===== config.mk =====
export PLATFORM = sky130hd
export DESIGN_NAME = seg7_scan_decoder
export DESIGN_NICKNAME = d
export VERILOG_FILES = /design/src/rtl/seg7_scan_decoder.sv
export SDC_FILE = /design/constraint.sdc
export NUM_CORES = 1
export LEC_CHECK = 0
export ABC_AREA = 1
export ABC_CLOCK_PERIOD_IN_PS = 1800
export CAP_MARGIN = 20
export CORE_MARGIN = 2
export CORE_UTILIZATION = 45
export CTS_BUF_LIST = sky130_fd_sc_hd__clkbuf_8
export CTS_CLUSTER_DIAMETER = 30
export DETAILED_ROUTE_END_ITERATION = 8
export GPL_ROUTABILITY_DRIVEN = 0
export MAX_ROUTING_LAYER = met4
export PLACE_DENSITY = 0.81
export SETUP_SLACK_MARGIN = 0.1
export SYNTH_ARGS = -nofsm -noshare
export SYNTH_HDL_FRONTEND = slang
export SYNTH_SLANG_ARGS = --single-unit

===== constraint.sdc =====
create_clock -name CLOCK_50 -period 1.8 [get_ports CLOCK_50]
set_input_delay 0.36 -clock CLOCK_50 [delete_from_list [all_inputs] [get_ports CLOCK_50]]
set_output_delay 0.36 -clock CLOCK_50 [all_outputs]
set_load 0.02 [all_outputs]

===== src/rtl/seg7_scan_decoder.sv =====
// seg7_scan_decoder
// Watches a time-multiplexed, active-low seven-segment bus (SEG + AN) that is
// driven from the same clock domain, waits for the bus to settle, and turns
// each settled segment pattern back into the BCD value shown on that digit.
// Holds the last legal value per digit, pulses FRAME once every digit has
// been captured legally, and pulses ERR on any capture it cannot accept.
//
// Bus handshake: there is no valid/ready pair. A value on {AN,SEG} counts as
// presented once it has been sampled unchanged on STABLE+1 consecutive
// rising edges. It is consumed on that last edge, and it is never consumed
// again until the bus changes and settles anew.

module seg7_scan_decoder #(
  parameter int DIGITS = 4,
  parameter int STABLE = 4
) (
  input  logic                  CLOCK_50,
  input  logic                  reset,
  input  logic [6:0]            SEG,
  input  logic [DIGITS-1:0]     AN,
  output logic [4*DIGITS-1:0]   DIGIT_OUT,
  output logic [DIGITS-1:0]     DIGIT_VALID,
  output logic                  FRAME,
  output logic                  ERR
);

  localparam int SW = DIGITS + 7;
  localparam int CW = (STABLE < 1) ? 1 : $clog2(STABLE + 1);
  localparam logic [CW-1:0] CNT_MAX = CW'(STABLE);
  localparam logic [CW-1:0] CNT_CAP = CW'(STABLE - 1);

  // Stability tracking
  logic [SW-1:0]         w_bus;
  logic [SW-1:0]         r_s;
  logic [CW-1:0]         r_cnt;
  logic                  w_same;
  logic                  w_capture;

  // Decode and classification
  logic [3:0]            w_val;
  logic                  w_legal;
  logic [DIGITS-1:0]     w_an_low;
  logic                  w_no_an;
  logic                  w_one_an;
  logic                  w_good;
  logic                  w_bad;
  logic [DIGITS-1:0]     w_seen_set;
  logic                  w_frame_done;

  // Output and frame state
  logic [4*DIGITS-1:0]   r_digit_out;
  logic [DIGITS-1:0]     r_digit_valid;
  logic [DIGITS-1:0]     r_seen;
  logic                  r_frame;
  logic                  r_err;

  assign w_bus     = {AN, SEG};
  assign w_same    = (w_bus == r_s);
  // The capture edge is the one that lifts the count from STABLE-1 to STABLE,
  // so a saturated count can never produce a second capture.
  assign w_capture = w_same && (r_cnt == CNT_CAP);

  // Sample register and saturating run-length counter of unchanged samples.
  always_ff @(posedge CLOCK_50) begin
    if (reset) begin
      r_s   <= '1;
      r_cnt <= '0;
    end else begin
      r_s <= w_bus;
      if (w_same) begin
        if (r_cnt == CNT_MAX) begin
          r_cnt <= CNT_MAX;
        end else begin
          r_cnt <= r_cnt + CW'(1);
        end
      end else begin
        r_cnt <= '0;
      end
    end
  end

  // Inverse of the encoder table; anything not in it is an illegal pattern.
  always_comb begin
    w_val   = 4'hF;
    w_legal = 1'b0;
    case (SEG)
      7'b1000000: begin w_val = 4'd0; w_legal = 1'b1; end
      7'b1111001: begin w_val = 4'd1; w_legal = 1'b1; end
      7'b0100100: begin w_val = 4'd2; w_legal = 1'b1; end
      7'b0110000: begin w_val = 4'd3; w_legal = 1'b1; end
      7'b0011001: begin w_val = 4'd4; w_legal = 1'b1; end
      7'b0010010: begin w_val = 4'd5; w_legal = 1'b1; end
      7'b0000010: begin w_val = 4'd6; w_legal = 1'b1; end
      7'b1111000: begin w_val = 4'd7; w_legal = 1'b1; end
      7'b0000000: begin w_val = 4'd8; w_legal = 1'b1; end
      7'b0010000: begin w_val = 4'd9; w_legal = 1'b1; end
      7'b1111111: begin w_val = 4'hF; w_legal = 1'b1; end
      default:    begin w_val = 4'hF; w_legal = 1'b0; end
    endcase
  end

  // Anode classification: none low is a blanking gap, exactly one low names
  // the digit, more than one low is a bus fault.
  assign w_an_low = ~AN;
  assign w_no_an  = (w_an_low == '0);
  assign w_one_an = !w_no_an && ((w_an_low & (w_an_low - DIGITS'(1))) == '0);

  assign w_good       = w_capture && w_one_an && w_legal;
  assign w_bad        = w_capture && !w_no_an && !(w_one_an && w_legal);
  assign w_seen_set   = r_seen | w_an_low;
  assign w_frame_done = w_good && (w_seen_set == '1);

  // Digit store, valid flags, frame mask and the two event pulses.
  always_ff @(posedge CLOCK_50) begin
    if (reset) begin
      r_digit_out   <= '1;
      r_digit_valid <= '0;
      r_seen        <= '0;
      r_frame       <= 1'b0;
      r_err         <= 1'b0;
    end else begin
      r_frame <= w_frame_done;
      r_err   <= w_bad;
      if (w_good) begin
        // The one-hot anode mask selects the digit directly, no index needed.
        for (int i = 0; i < DIGITS; i++) begin
          if (w_an_low[i]) begin
            r_digit_out[4*i +: 4] <= w_val;
          end
        end
        r_digit_valid <= r_digit_valid | w_an_low;
        r_seen        <= w_frame_done ? '0 : w_seen_set;
      end else if (w_bad) begin
        // A bad pattern on a single digit invalidates only that digit; its
        // old value stays visible. Multiple anodes touch no digit.
        if (w_one_an) begin
          r_digit_valid <= r_digit_valid & AN;
        end
        r_seen <= '0;
      end
    end
  end

  assign DIGIT_OUT   = r_digit_out;
  assign DIGIT_VALID = r_digit_valid;
  assign FRAME       = r_frame;
  assign ERR         = r_err;

endmodule


* After elaboration in Yosys (flattened, before gate mapping)
Index checks and enable logic that the tools add are counted.
Storage, ports and cells: register bits after elaboration 40, logic and storage cells 65, output and inout bits 22, input port bits 13
Cells by class: equal/unequal tests 14, mux-type cells 9, add/subtract/negate cells 2, bitwise logic cells 6, reductions and logical operators 23
Operators with widths (number):
- one-hot mux 4 bit (10 select lines) | 1
- == test 7 bit (second input constant) | 4
- two-way mux 4 bit | 6
- == test 7 x 5 -> 1 bit (second input constant) | 3
- == test 7 x 6 -> 1 bit (second input constant) | 2
- == test 11 bit | 1
- OR reduction 11 bit | 1
- AND reduction 2 bit | 5
- AND 4 bit | 2
- logical AND 1 bit | 8
- zero test 4 bit | 2
- OR 4 bit | 2
- == test 7 x 2 -> 1 bit (second input constant) | 1
- zero test 7 bit | 1
- == test 4 bit (second input constant) | 1
- NOT 4 bit | 1
- nonzero test 2 bit | 2
- subtractor 4 x 1 -> 4 bit (second input constant) | 1
- adder 3 x 1 -> 3 bit (second input constant) | 1
- == test 3 x 2 -> 1 bit (second input constant) | 1
- == test 3 bit (second input constant) | 1
- two-way mux 3 bit | 1
- OR reduction 3 bit | 1
- zero test 1 bit | 2
- 3 further kinds | 3

* Longest topological paths before layout
depth in word-level cells 10, mapped depth 12, depth with buffers taken out 11

* Worst setup path after synthesis
Ideal clock, no wire load.
path kind input -> register, from input port SEG[5], to register r_digit_out[0], in the netlist DIGIT_OUT[0], stages 11, path buffers 1, library setup time 0.130 ns, data arrival time 1.392 ns, slack 0.279 ns, required time 1.670 ns, cell sequence inv_2 -> nand2_1 -> nand2_1 -> nand2_1 -> nor2_1 -> nand4_4 -> nor2_8 -> buf_8 -> nand3_4 -> nand2_1 -> nand3_1
On the way: word-level cells in the longest chain between the ends 5, elaborated cells on any way between the ends 19, classes of those cells eq/ne (11); mux (2); reduce/logical (6)
RTL lines:
- from (decl) | RTL line 19 | input logic [6:0] SEG,
- == test 7 bit, or another cell as far along | RTL line 86 | case (SEG)
- OR reduction 11 bit (no line) or logical AND 1 bit (tied branches)
- two-way mux 1 bit or logical AND 1 bit (tied branches) | RTL line 86, 108
- logical AND 1 bit | RTL line 108 | assign w_good = w_capture && w_one_an && w_legal;
- AND reduction 2 bit (no line)
- to (signal, indexed assignment) | RTL line 128 | r_digit_out[4*i +: 4] <= w_val;
- to (decl) | RTL line 51 | logic [4*DIGITS-1:0] r_digit_out;
Parallel ways exist; a longest one is shown, timed or not. A chain may end at the register's enable or synchronous reset.

==> out/summary.md <==
For the post-detailed-placement half-perimeter wirelength, the log shows 3.47 mm. Setup slack closes at 0.152 ns. Counting every net in the synthesized netlist gives 305. The global-route usage over all layers was 21.1%. For this run, the slowest stage of the critical path takes 0.64 ns. The maximum clock frequency is 607 MHz. The logs give 4320 µm² for the area of the placeable core and 1.47 nW for the leakage power summed over all cells. The net switching power of the design is 0.436 mW.

The final-report hold violation count was 0; the die span in y was 70.8 µm. The actual transition at the worst max-transition pin was 0.423 ns; the worst-case setup slack after placement was -0.388 ns. The tools report the worst voltage drop across the vdd grid as 470 µV. Worst path buffer plus inverter count: 1. The worst slew margin relative to its limit is 71.6%. Wires add up to 4.82 mm. Before antenna repair, the detailed router went through 4 iterations. The final-layout fill cell count was 379; the sequential cell area was 801 µm². Setup violations remaining at the end of the flow were counted as 0. Net switching is 23.7% of the power.

Number of buffers inserted by hold repair at cts: 0. Of all nets on the critical path, the largest fanout is 2. The clock-pin slew reported for the worst setup and hold paths after clock tree synthesis came out at 0.08 ns. The total overflow left after global routing is 0. For the worst setup path, the data arrival time is 1.29 ns. The detailed router placed 2107 vias in this run. Type of origin of the critical path: a register.

The logs give 0 for the number of antenna violations at the first check in global routing and 40 for the clock sink total. The register area share after synthesis was 39.9%; the via count of the first global-routing pass was 2024. The run gives 0.0143 ns as the maximum clock skew at final layout. The clock root buffer was sky130_fd_sc_hd__clkbuf_8. The worst path uses 91.5% of the clock period.

The combined area of the multi-input logic cells came out at 1100 µm². In the final routed layout, each cell accounts on average for 11.6 µm. For this design the ratio of total power to cell area is 648 nW/µm². The first global-routing pass estimated 8.32 mm of wire.

The count of input and output buffers is 34, and the maximum level of the CTS H-tree is 2. Internal power comes to 1.40 mW. The tools report the number of max-slew violations in the final report as 0. The average instance area after synthesis is 6.95 µm², and the maximum number of pins on one net before global-route repair is 26. The run gives 37.9% as the clock network power share. TritonCTS built the clock tree. The flow ran to the end, and the final reports show no timing, DRC or antenna violations.

During synthesis, Yosys emitted a total of 0 warnings. In this run, synthesis produced a sequential element count of 40. The logs give 1.84 mW for the total power draw and 13.0% for the power share of the combinational group. 0 antenna diodes ended up in the layout. Among all stages on the critical path, the largest delay is contributed by sky130_fd_sc_hd__clkdlybuf4s50_1.

After floorplanning, the core was divided into 24 placement rows. The number of buffers added by the clock tree synthesis step was 5. For this run, design rule violations remaining after detail routing come to 0.

The area growth from synthesis to layout is 41.3%. Sequential cells burn 49.1% of the power. The synthesized netlist occupies a cell area of 2010 µm².

The run gives 1.44 ns as the data required time at the worst endpoint. Once detail routing completed, the nets flagged for antenna violations numbered 0. The tools report the kind of end point of the critical path as an output port.

The tightest min-delay check is of the reg -> reg type. The final layout contains 378 nets. After detailed routing, the number of vias per cell comes to 5.08. The critical path goes through clkdlybuf4s50_1.

The number of top-level design ports was 35. Synthesis instantiated 31 different standard cells from the library. Grouping stages by cell kind, the critical path spends the most delay in buffers and inverters.

The tools report the insertion delay of the later-clocked pin in the worst-skew pair as 0.29 ns. For the count of max-cap constraint violations, the log shows 0. Setup repair after global routing left no endpoint under its margin. Counting along the longest clock path gives a buffer depth of 2. The logs give 46.5% for the initial core utilization and 125 for the iteration-0 DRC count of the detailed router. The chip width came out at 70.8 µm. Synthesized netlist cell count: 289. The floorplan step defined a die boundary enclosing 5020 µm². The start-to-end type of the worst setup path is reg -> out.

The share of layout cells above drive strength 1 is 22.9%, and the post-route minimum period is 1.65 ns.
==> synthesized netlist by cell type <==
cell type,n,area share [%]
sky130_fd_sc_hd__a21oi_1,1,0.25
sky130_fd_sc_hd__buf_4,1,0.37
sky130_fd_sc_hd__buf_8,1,0.75
sky130_fd_sc_hd__nand4_4,1,1.1
sky130_fd_sc_hd__nor3_1,3,0.75
sky130_fd_sc_hd__dfxtp_1,40,40
sky130_fd_sc_hd__nand3_1,35,8.7
sky130_fd_sc_hd__ha_1,3,1.9
sky130_fd_sc_hd__nor2_4,2,1.1
sky130_fd_sc_hd__nor2_1,25,4.7
sky130_fd_sc_hd__clkbuf_1,3,0.56
sky130_fd_sc_hd__a211oi_1,1,0.37
sky130_fd_sc_hd__buf_2,2,0.50
sky130_fd_sc_hd__nand2_4,1,0.56
sky130_fd_sc_hd__clkinv_2,1,0.25
sky130_fd_sc_hd__xor2_1,1,0.44
sky130_fd_sc_hd__clkinv_1,3,0.56
sky130_fd_sc_hd__a21oi_2,1,0.44
sky130_fd_sc_hd__nor2_8,1,1.0
sky130_fd_sc_hd__nand2_1,98,18
sky130_fd_sc_hd__xnor2_1,3,1.3
sky130_fd_sc_hd__inv_1,20,3.7
sky130_fd_sc_hd__nor2_2,3,0.93
sky130_fd_sc_hd__nand3_4,1,0.87
sky130_fd_sc_hd__and3_1,1,0.31
sky130_fd_sc_hd__nand3b_1,1,0.37
sky130_fd_sc_hd__inv_2,10,1.9
sky130_fd_sc_hd__o21bai_1,2,0.75
sky130_fd_sc_hd__nand2_2,4,1.2
sky130_fd_sc_hd__nand4_1,18,5.6
sky130_fd_sc_hd__or2_2,2,0.62
==> metal layers <==
layer / up-vias / routed length (µm) / track usage, %
met5: - / 0 / -
met4: 0 / 106 / 9.01
met3: 13 / 216 / 4.70
met2: 57 / 2420 / 35.6
met1: 965 / 2080 / 24.0
li1: 1072 / - / -
==> state kept, by name, summed over array words and instances, names as in the netlist, named ones only <==
name       count
r_seen         4
FRAME          1
r_cnt          3
ERR            1
DIGIT_OUT     16
r_s           11
==> cells by family (layout without fill, tap and decap cells) <==
kind of cell	count (synthesis)	in the layout	share of synthesized area [%]
compound gates	5	5	1.81
xor+xnor	4	4	1.74
flops	40	40	39.9
buf+inv	41	113	8.59
simple gates	196	198	46.1
fa+ha+maj	3	3	1.87
==> metrics by stage <==
step / cell area, µm² / TNS (ns) / utilization (%) / std cells / hold WS [ns]
after floorplan: 2010 / 0 / - / 289 / 0.417
final: 2840 / 0 / 65.7 / 415 / 0.452
after global routing: 2840 / 0 / 65.7 / 415 / 0.480
after global placement: 2590 / -8.80 / 59.9 / 394 / 0.433
after detailed placement: 2590 / -9.78 / 59.9 / 394 / 0.441
after CTS: 2830 / 0 / 65.4 / 415 / 0.453
==> layout by cell type, fill, tap and decap left out, drive strengths merged, types with 5 or more instances in the layout <==
cell type and n:
clkdlybuf4s50 23, buf 37, nand3 36, dlygate4sd2 9
clkinv 5, clkbuf 6, nor2 32, dfxtp 40
nand2 104, nand4 19, inv 31
==> power by group through the flow <==
stage               logic, mW  registers [mW]  clock network, mW
floorplan               0.114           0.923                  0
global placement        0.207           0.924                  0
detailed placement      0.212           0.924                  0
CTS                     0.232           0.903              0.716
global route            0.264           0.905              0.753
finish                  0.239           0.903              0.697
==> timing repair <==
| item | in CTS | in global routing |
|---|---|---|
| gates cloned | 2 | 0 |
| endpoints found under the setup margin | 26 | 24 |
| gates resized for setup | 21 | 7 |
| pin swaps | 6 | 4 |
| buffers inserted | 11 | 0 |
==> area by class of cell <==
cell class                 count  share of cell area [%]
multi-input combinational    210                    38.7
sequential                    40                    28.2
timing repair buffer          71                    22.5
clock buffer                   5                    2.42
tap                           52                    2.29
clock inverter                 3                    1.37
inverter                      34                    4.54
==> path summary, 6_finish.rpt <==
| path | startpoint | to | slack (ns) | cells past startpoint |
|---|---|---|---|---|
| max reg2reg | r_s[8] | DIGIT_OUT[9] | 0.30 | 10 |
| min | r_cnt[0] | r_cnt[0] | 0.45 | 1 |
| min reg2reg | r_cnt[0] | r_cnt[0] | 0.45 | 1 |
| max | register | DIGIT_VALID[1] | 0.15 | 1 |
Power figures use the tool's default switching activity.
